<file path="src/rtl/lut_cfg_pkg.sv">
// Shared definitions for the runtime-loadable truth-table neuron:
// controller states and table geometry derived from the parameters.
package lut_cfg_pkg;

    typedef enum logic [1:0] {
        EMPTY = 2'd0,
        LOAD  = 2'd1,
        READY = 2'd2
    } state_e;

    function automatic int lut_depth(input int in_bits);
        return 1 << in_bits;
    endfunction

    function automatic int lut_nbeats(input int in_bits, input int out_bits, input int cfg_w);
        return (lut_depth(in_bits) * out_bits) / cfg_w;
    endfunction

    // Beat counter width, never narrower than one bit.
    function automatic int lut_beat_w(input int in_bits, input int out_bits, input int cfg_w);
        int nb;
        nb = lut_nbeats(in_bits, out_bits, cfg_w);
        return (nb > 1) ? $clog2(nb) : 1;
    endfunction

endpackage

</file>
<file path="src/rtl/lut_table_ram.sv">
// DEPTH x OUT_BITS distributed table: one config beat (CFG_W/OUT_BITS entries)
// written per clock, asynchronous single-entry read.
module lut_table_ram
    import lut_cfg_pkg::*;
#(
    parameter int IN_BITS  = 8,
    parameter int OUT_BITS = 1,
    parameter int CFG_W    = 8,
    localparam int BEAT_W  = lut_beat_w(IN_BITS, OUT_BITS, CFG_W)
) (
    input  logic                clk,
    input  logic                we,
    input  logic [BEAT_W-1:0]   wbeat,
    input  logic [CFG_W-1:0]    wdata,
    input  logic [IN_BITS-1:0]  raddr,
    output logic [OUT_BITS-1:0] rdata
);
    localparam int TBITS = lut_depth(IN_BITS) * OUT_BITS;
    localparam int TAW   = $clog2(TBITS);

    // Stored flat: entry e occupies bits [e*OUT_BITS +: OUT_BITS], so beat k
    // lands contiguously at [k*CFG_W +: CFG_W] with its LSB entry first.
    logic [TBITS-1:0] mem;
    logic [TAW-1:0]   wbase;
    logic [TAW-1:0]   rbase;

    assign wbase = TAW'(wbeat * CFG_W);
    assign rbase = TAW'(raddr * OUT_BITS);

    always_ff @(posedge clk) begin
        if (we) begin
            mem[wbase +: CFG_W] <= wdata;
        end
    end

    assign rdata = mem[rbase +: OUT_BITS];

endmodule

</file>
<file path="src/rtl/lut_neuron_cfg_loader.sv">
// Runtime-programmable truth-table neuron: streams a packed table in over a
// valid/ready config port, then serves lookups through one registered stage.
module lut_neuron_cfg_loader
    import lut_cfg_pkg::*;
#(
    parameter int IN_BITS  = 8,
    parameter int OUT_BITS = 1,
    parameter int CFG_W    = 8
) (
    input  logic                clk,
    input  logic                rst_n,
    input  logic                cfg_start,
    input  logic                cfg_valid,
    output logic                cfg_ready,
    input  logic [CFG_W-1:0]    cfg_data,
    output logic                load_done,
    output logic                table_valid,
    input  logic                in_valid,
    output logic                in_ready,
    input  logic [IN_BITS-1:0]  in_data,
    output logic                out_valid,
    input  logic                out_ready,
    output logic [OUT_BITS-1:0] out_data
);
    localparam int NBEATS = lut_nbeats(IN_BITS, OUT_BITS, CFG_W);
    localparam int BEAT_W = lut_beat_w(IN_BITS, OUT_BITS, CFG_W);
    localparam logic [BEAT_W-1:0] LAST_BEAT = BEAT_W'(NBEATS - 1);

    state_e              state;
    state_e              state_nxt;
    logic [BEAT_W-1:0]   beat_cnt;
    logic                beat_acc;
    logic                last_beat;
    logic                lookup_acc;
    logic [OUT_BITS-1:0] rd_p0;
    logic [OUT_BITS-1:0] data_p1;
    logic                vld_p1;
    logic                done_p1;

    assign cfg_ready   = (state == LOAD);
    assign table_valid = (state == READY);
    assign beat_acc    = cfg_valid && cfg_ready;
    assign last_beat   = beat_acc && (beat_cnt == LAST_BEAT);
    assign in_ready    = (state == READY) && (!vld_p1 || out_ready);
    assign lookup_acc  = in_valid && in_ready;

    // A reload can only start from EMPTY or READY; a load always runs to completion.
    always_comb begin
        state_nxt = state;
        unique case (state)
            EMPTY:   if (cfg_start) state_nxt = LOAD;
            LOAD:    if (last_beat) state_nxt = READY;
            READY:   if (cfg_start) state_nxt = LOAD;
            default: state_nxt = EMPTY;
        endcase
    end

    always_ff @(posedge clk or negedge rst_n) begin
        if (!rst_n) begin
            state    <= EMPTY;
            beat_cnt <= '0;
            done_p1  <= 1'b0;
        end else begin
            state   <= state_nxt;
            done_p1 <= last_beat;
            if (beat_acc) begin
                beat_cnt <= last_beat ? '0 : beat_cnt + 1'b1;
            end
        end
    end

    // p0: table read at the requested address (writes only happen in LOAD,
    // so a lookup accepted alongside cfg_start sees the old table)
    lut_table_ram #(
        .IN_BITS  (IN_BITS),
        .OUT_BITS (OUT_BITS),
        .CFG_W    (CFG_W)
    ) u_ram (
        .clk   (clk),
        .we    (beat_acc),
        .wbeat (beat_cnt),
        .wdata (cfg_data),
        .raddr (in_data),
        .rdata (rd_p0)
    );

    // p1: output register, held while stalled
    always_ff @(posedge clk or negedge rst_n) begin
        if (!rst_n) begin
            vld_p1  <= 1'b0;
            data_p1 <= '0;
        end else if (lookup_acc) begin
            vld_p1  <= 1'b1;
            data_p1 <= rd_p0;
        end else if (out_ready) begin
            vld_p1  <= 1'b0;
        end
    end

    assign out_valid = vld_p1;
    assign out_data  = data_p1;
    assign load_done = done_p1;

endmodule

</file>
<file path="config.mk">
export PLATFORM = sky130hd
export DESIGN_NAME = lut_neuron_cfg_loader
export DESIGN_NICKNAME = d
export VERILOG_FILES = /design/src/rtl/lut_cfg_pkg.sv /design/src/rtl/lut_table_ram.sv /design/src/rtl/lut_neuron_cfg_loader.sv
export SDC_FILE = /design/constraint.sdc
export NUM_CORES = 1
export LEC_CHECK = 0
export ABC_CLOCK_PERIOD_IN_PS = 4000
export BUFFER_PORTS_ARGS = -buffer_cell sky130_fd_sc_hd__clkbuf_2
export CORE_MARGIN = 5
export CORE_UTILIZATION = 50
export CTS_BUF_LIST = sky130_fd_sc_hd__clkbuf_4
export DETAILED_ROUTE_END_ITERATION = 6
export PLACE_DENSITY = 0.64
export SETUP_SLACK_MARGIN = 0.15
export SYNTH_ARGS = -nofsm -noshare
export SYNTH_HDL_FRONTEND = slang
export SYNTH_SLANG_ARGS = --single-unit
</file>
<file path="constraint.sdc">
create_clock -name clk -period 4 [get_ports clk]
set_input_delay 0.2 -clock clk [delete_from_list [all_inputs] [get_ports clk]]
set_output_delay 0.2 -clock clk [all_outputs]
set_load 0.005 [all_outputs]
</file>
==> flow_summary.yaml <==
outcome:
  outcome: "finished clean"
worst_setup_path:
  worst-path-max-fanout: 12
  end_kind: "flip-flop"
  arrival_ns: 3.52
  required_ns: 4.30
  cp_slowest_cell: "nor2b_1"
  crit_path_frequent_cell: "nor2b_1"
  start_kind: "flip-flop"
  critPathMaxStageDelay_ns: 0.60
  crit_chain: "inv_1 -> ha_1 -> or3b_1 -> nand2_1 -> o41ai_2 -> or2_2 -> nor2b_1 -> nor2b_1"
  path_class: "reg2reg"
route:
  via_count: 7830
  wl_mm: 30.5
  drtPass1Iterations: 7
  wl_per_cell_um: 22.5
  viasPerCell: 5.77
  drc: 0
  first_iter_violations: 811
  final_antenna_net_count: 0
placed_design:
  place_congestion: 0.821
  numPortBuffers: 27
  dp_hpwl_mm: 20.0
  place_ws_ns: 0.814
cts:
  post_cts_resized: 0
  cts_buffer_depth: 3
  clock_latency_ns: 0.68
  cts_tree: "done"
  cts_setup_buffers: 0
  hold_buffers: 7
  h-tree-depth: 3
  clockRootBuffer: "clkbuf_4"
  cts_made_buffers: 72
  path_clk_slew_ns: 0.06
  cts.sinks: 266
pwr:
  p_int_mw: 5.17
  p_seq_share_pct: 43.7
  p_per_area_nw_per_um2: 570
  switching_power_mw: 2.65
  clockPowerShare_pct: 30.9
  pwr-share-comb_pct: 25.3
  ir_worst_vdd_mv: 0.404
  swShare_pct: 33.9
  total_leakage_power_nw: 4.59
synthesis:
  ys_ff_latch: 266
  syn_area_um2: 12200
  yosysSeqAreaShare_pct: 64.8
  yosys.area.top_type: "edfxtp_1"
  synthFlopType: "edfxtp_1"
  synth_edf_count: 256
  netlist_instances: 908
  syn_nets: 936
  ys_warn_count: 0
  ys_types: 50
  synth_most_common_cell: "edfxtp_1"
  avgSynthCellArea_um2: 13.5
  async_flop_share_pct: 3.76
  synth.top_cell.area_share_pct: 62.8
  synth_common_cells: "edfxtp_1, nor2_1, nand2_1"
  yosys-top-cells-area: "edfxtp_1, mux4_2, nor2_1"
sta:
  worst_slew_pin_slew_ns: 0.966
  hold_viol: 0
  drv_slew: 0
  fmax_mhz: 310
  finalSetupViolCount: 0
  finalCritPeriodShare_pct: 80.7
  finClkSkew_ns: 0.0172
  fin_crit_ns: 3.23
  tns_ns: 0
  fin_ws_ns: 0.774
  rsz0062_at_grt: "false"
  slew_headroom_pct: 35.6
final_layout:
  fillerInstances: 2052
  drive_gt1_share_pct: 23.8
  area.growth.synth_to_final_pct: 11.9
  nets: 1009
die:
  rows: 57
  io_pins: 28
  start_util_pct: 50.5
  die_area_um2: 27700
  core_um2: 24200
  die_h_um: 167
  fp.dieW_um: 167
global_routing:
  grt_max_degree: 51
  track_usage_pct: 22.2
  overflow: 0
  grt_pass1_vias: 8012
  antenna_found_initial: 3
  grt_pass1_wl_mm: 46.5
job:
  drv_cap: 0
worst_hold_path:
  hold_class: "in2reg"
## cells by family (layout without fill, tap and decap cells)
group	Yosys count	count (layout)	synth area share, %
xor+xnor	1	1	0.0715
flops	266	266	64.8
simple gates	437	437	15.6
buf+inv	69	191	2.64
compound gates	47	47	2.93
other cells	0	3	0
fa+ha+maj	6	6	0.613
mux	82	82	13.3
## power groups by stage
stage / registers (mW) / logic [mW] / clock network [mW]
detailed placement: 3.48 / 1.95 / 0
floorplan: 3.43 / 1.33 / 0
global placement: 3.47 / 1.93 / 0
CTS: 3.42 / 1.97 / 2.46
finish: 3.42 / 1.98 / 2.42
global route: 3.44 / 2.16 / 2.64
## worst max-delay path, delay by kind of cell, from the launching register on
kind | cells | cell delay (ns)
adders and majority gates | 1 | 0.22
and+or+nand+nor | 5 | 1.82
AOI/OAI and AO/OA | 1 | 0.14
buffers and inverters | 1 | 0.19
DFF | 1 | 0.51
## worst paths after layout
path	from	to	slack [ns]	cells past startpoint
worst max-delay path	beat_cnt[0]	u_ram.mem[133]	0.77	8
worst min-delay path	in_data[7]	out_data	0.05	4
worst max register to register	beat_cnt[0]	u_ram.mem[133]	0.77	8
worst min register to register	state[0]	state[0]	0.48	1
max in group asynchronous	rst_n	state[0]	2.90	3
min in group asynchronous	rst_n	out_valid	0.67	3
## flip-flops by register name, indices dropped and copies added (netlist names)
signal     flops
beat_cnt       5
out_data       1
state          2
out_valid      1
load_done      1
u_ram.mem    256
## cell type report
cell class / instances / area, µm² / area share (%)
flip-flops and latches: 266 / 7940 / 57.9
diodes: 3 / 7.51 / 0.0548
well taps: 324 / 405 / 2.96
clock inverters: 8 / 56.3 / 0.411
multi-input cells: 573 / 3990 / 29.1
clock buffers: 115 / 863 / 6.30
inverters: 9 / 33.8 / 0.247
repair buffers: 59 / 408 / 2.98
## stage by stage
| stage | util (%) | area, µm² | total power, mW | hold WS (ns) | std cells |
|---|---|---|---|---|---|
| 6_report | 56.5 | 13700 | 7.82 | 0.0463 | 1357 |
| 5_1_grt | 56.5 | 13700 | 8.24 | 0.0197 | 1357 |
| 4_1_cts | 56.5 | 13700 | 7.85 | 0.0216 | 1354 |
| 3_5_place_dp | 52.4 | 12700 | 5.43 | 0.135 | 1224 |
| 3_3_place_gp | 52.4 | 12700 | 5.40 | 0.139 | 1224 |
| 2_1_floorplan | - | 12200 | 4.76 | -0.0956 | 908 |
## routing by layer
metal	share of wire [%]	global-route usage [%]	vias to the layer above	wire, µm
met2	49	36.0	339	14900
met5	0	0	-	0
met3	8.4	5.36	69	2560
met4	2.9	7.79	0	874
met1	40	29.8	3917	12200
li1	-	-	3505	-
## cells in the final DEF (no fill, tap or decap), drive strengths merged, types with 4 or more instances in the layout
cell type | netlist | layout
nor3 | 16 | 16
or2 | 4 | 4
nand2 | 75 | 75
mux4 | 64 | 64
o21ai | 4 | 4
clkbuf | 40 | 140
a22o | 6 | 6
inv | 9 | 11
edfxtp | 256 | 256
nor2 | 250 | 250
mux2i | 11 | 11
nand2b | 5 | 5
a22oi | 6 | 6
ha | 6 | 6
a21oi | 7 | 7
nor2b | 10 | 10
dfrtp | 10 | 10
and2 | 61 | 61
clkinv | 0 | 5
dlygate4sd3 | 0 | 7
mux2 | 7 | 7
buf | 20 | 27
a211oi | 6 | 6
(Power assumes the default switching activity.)
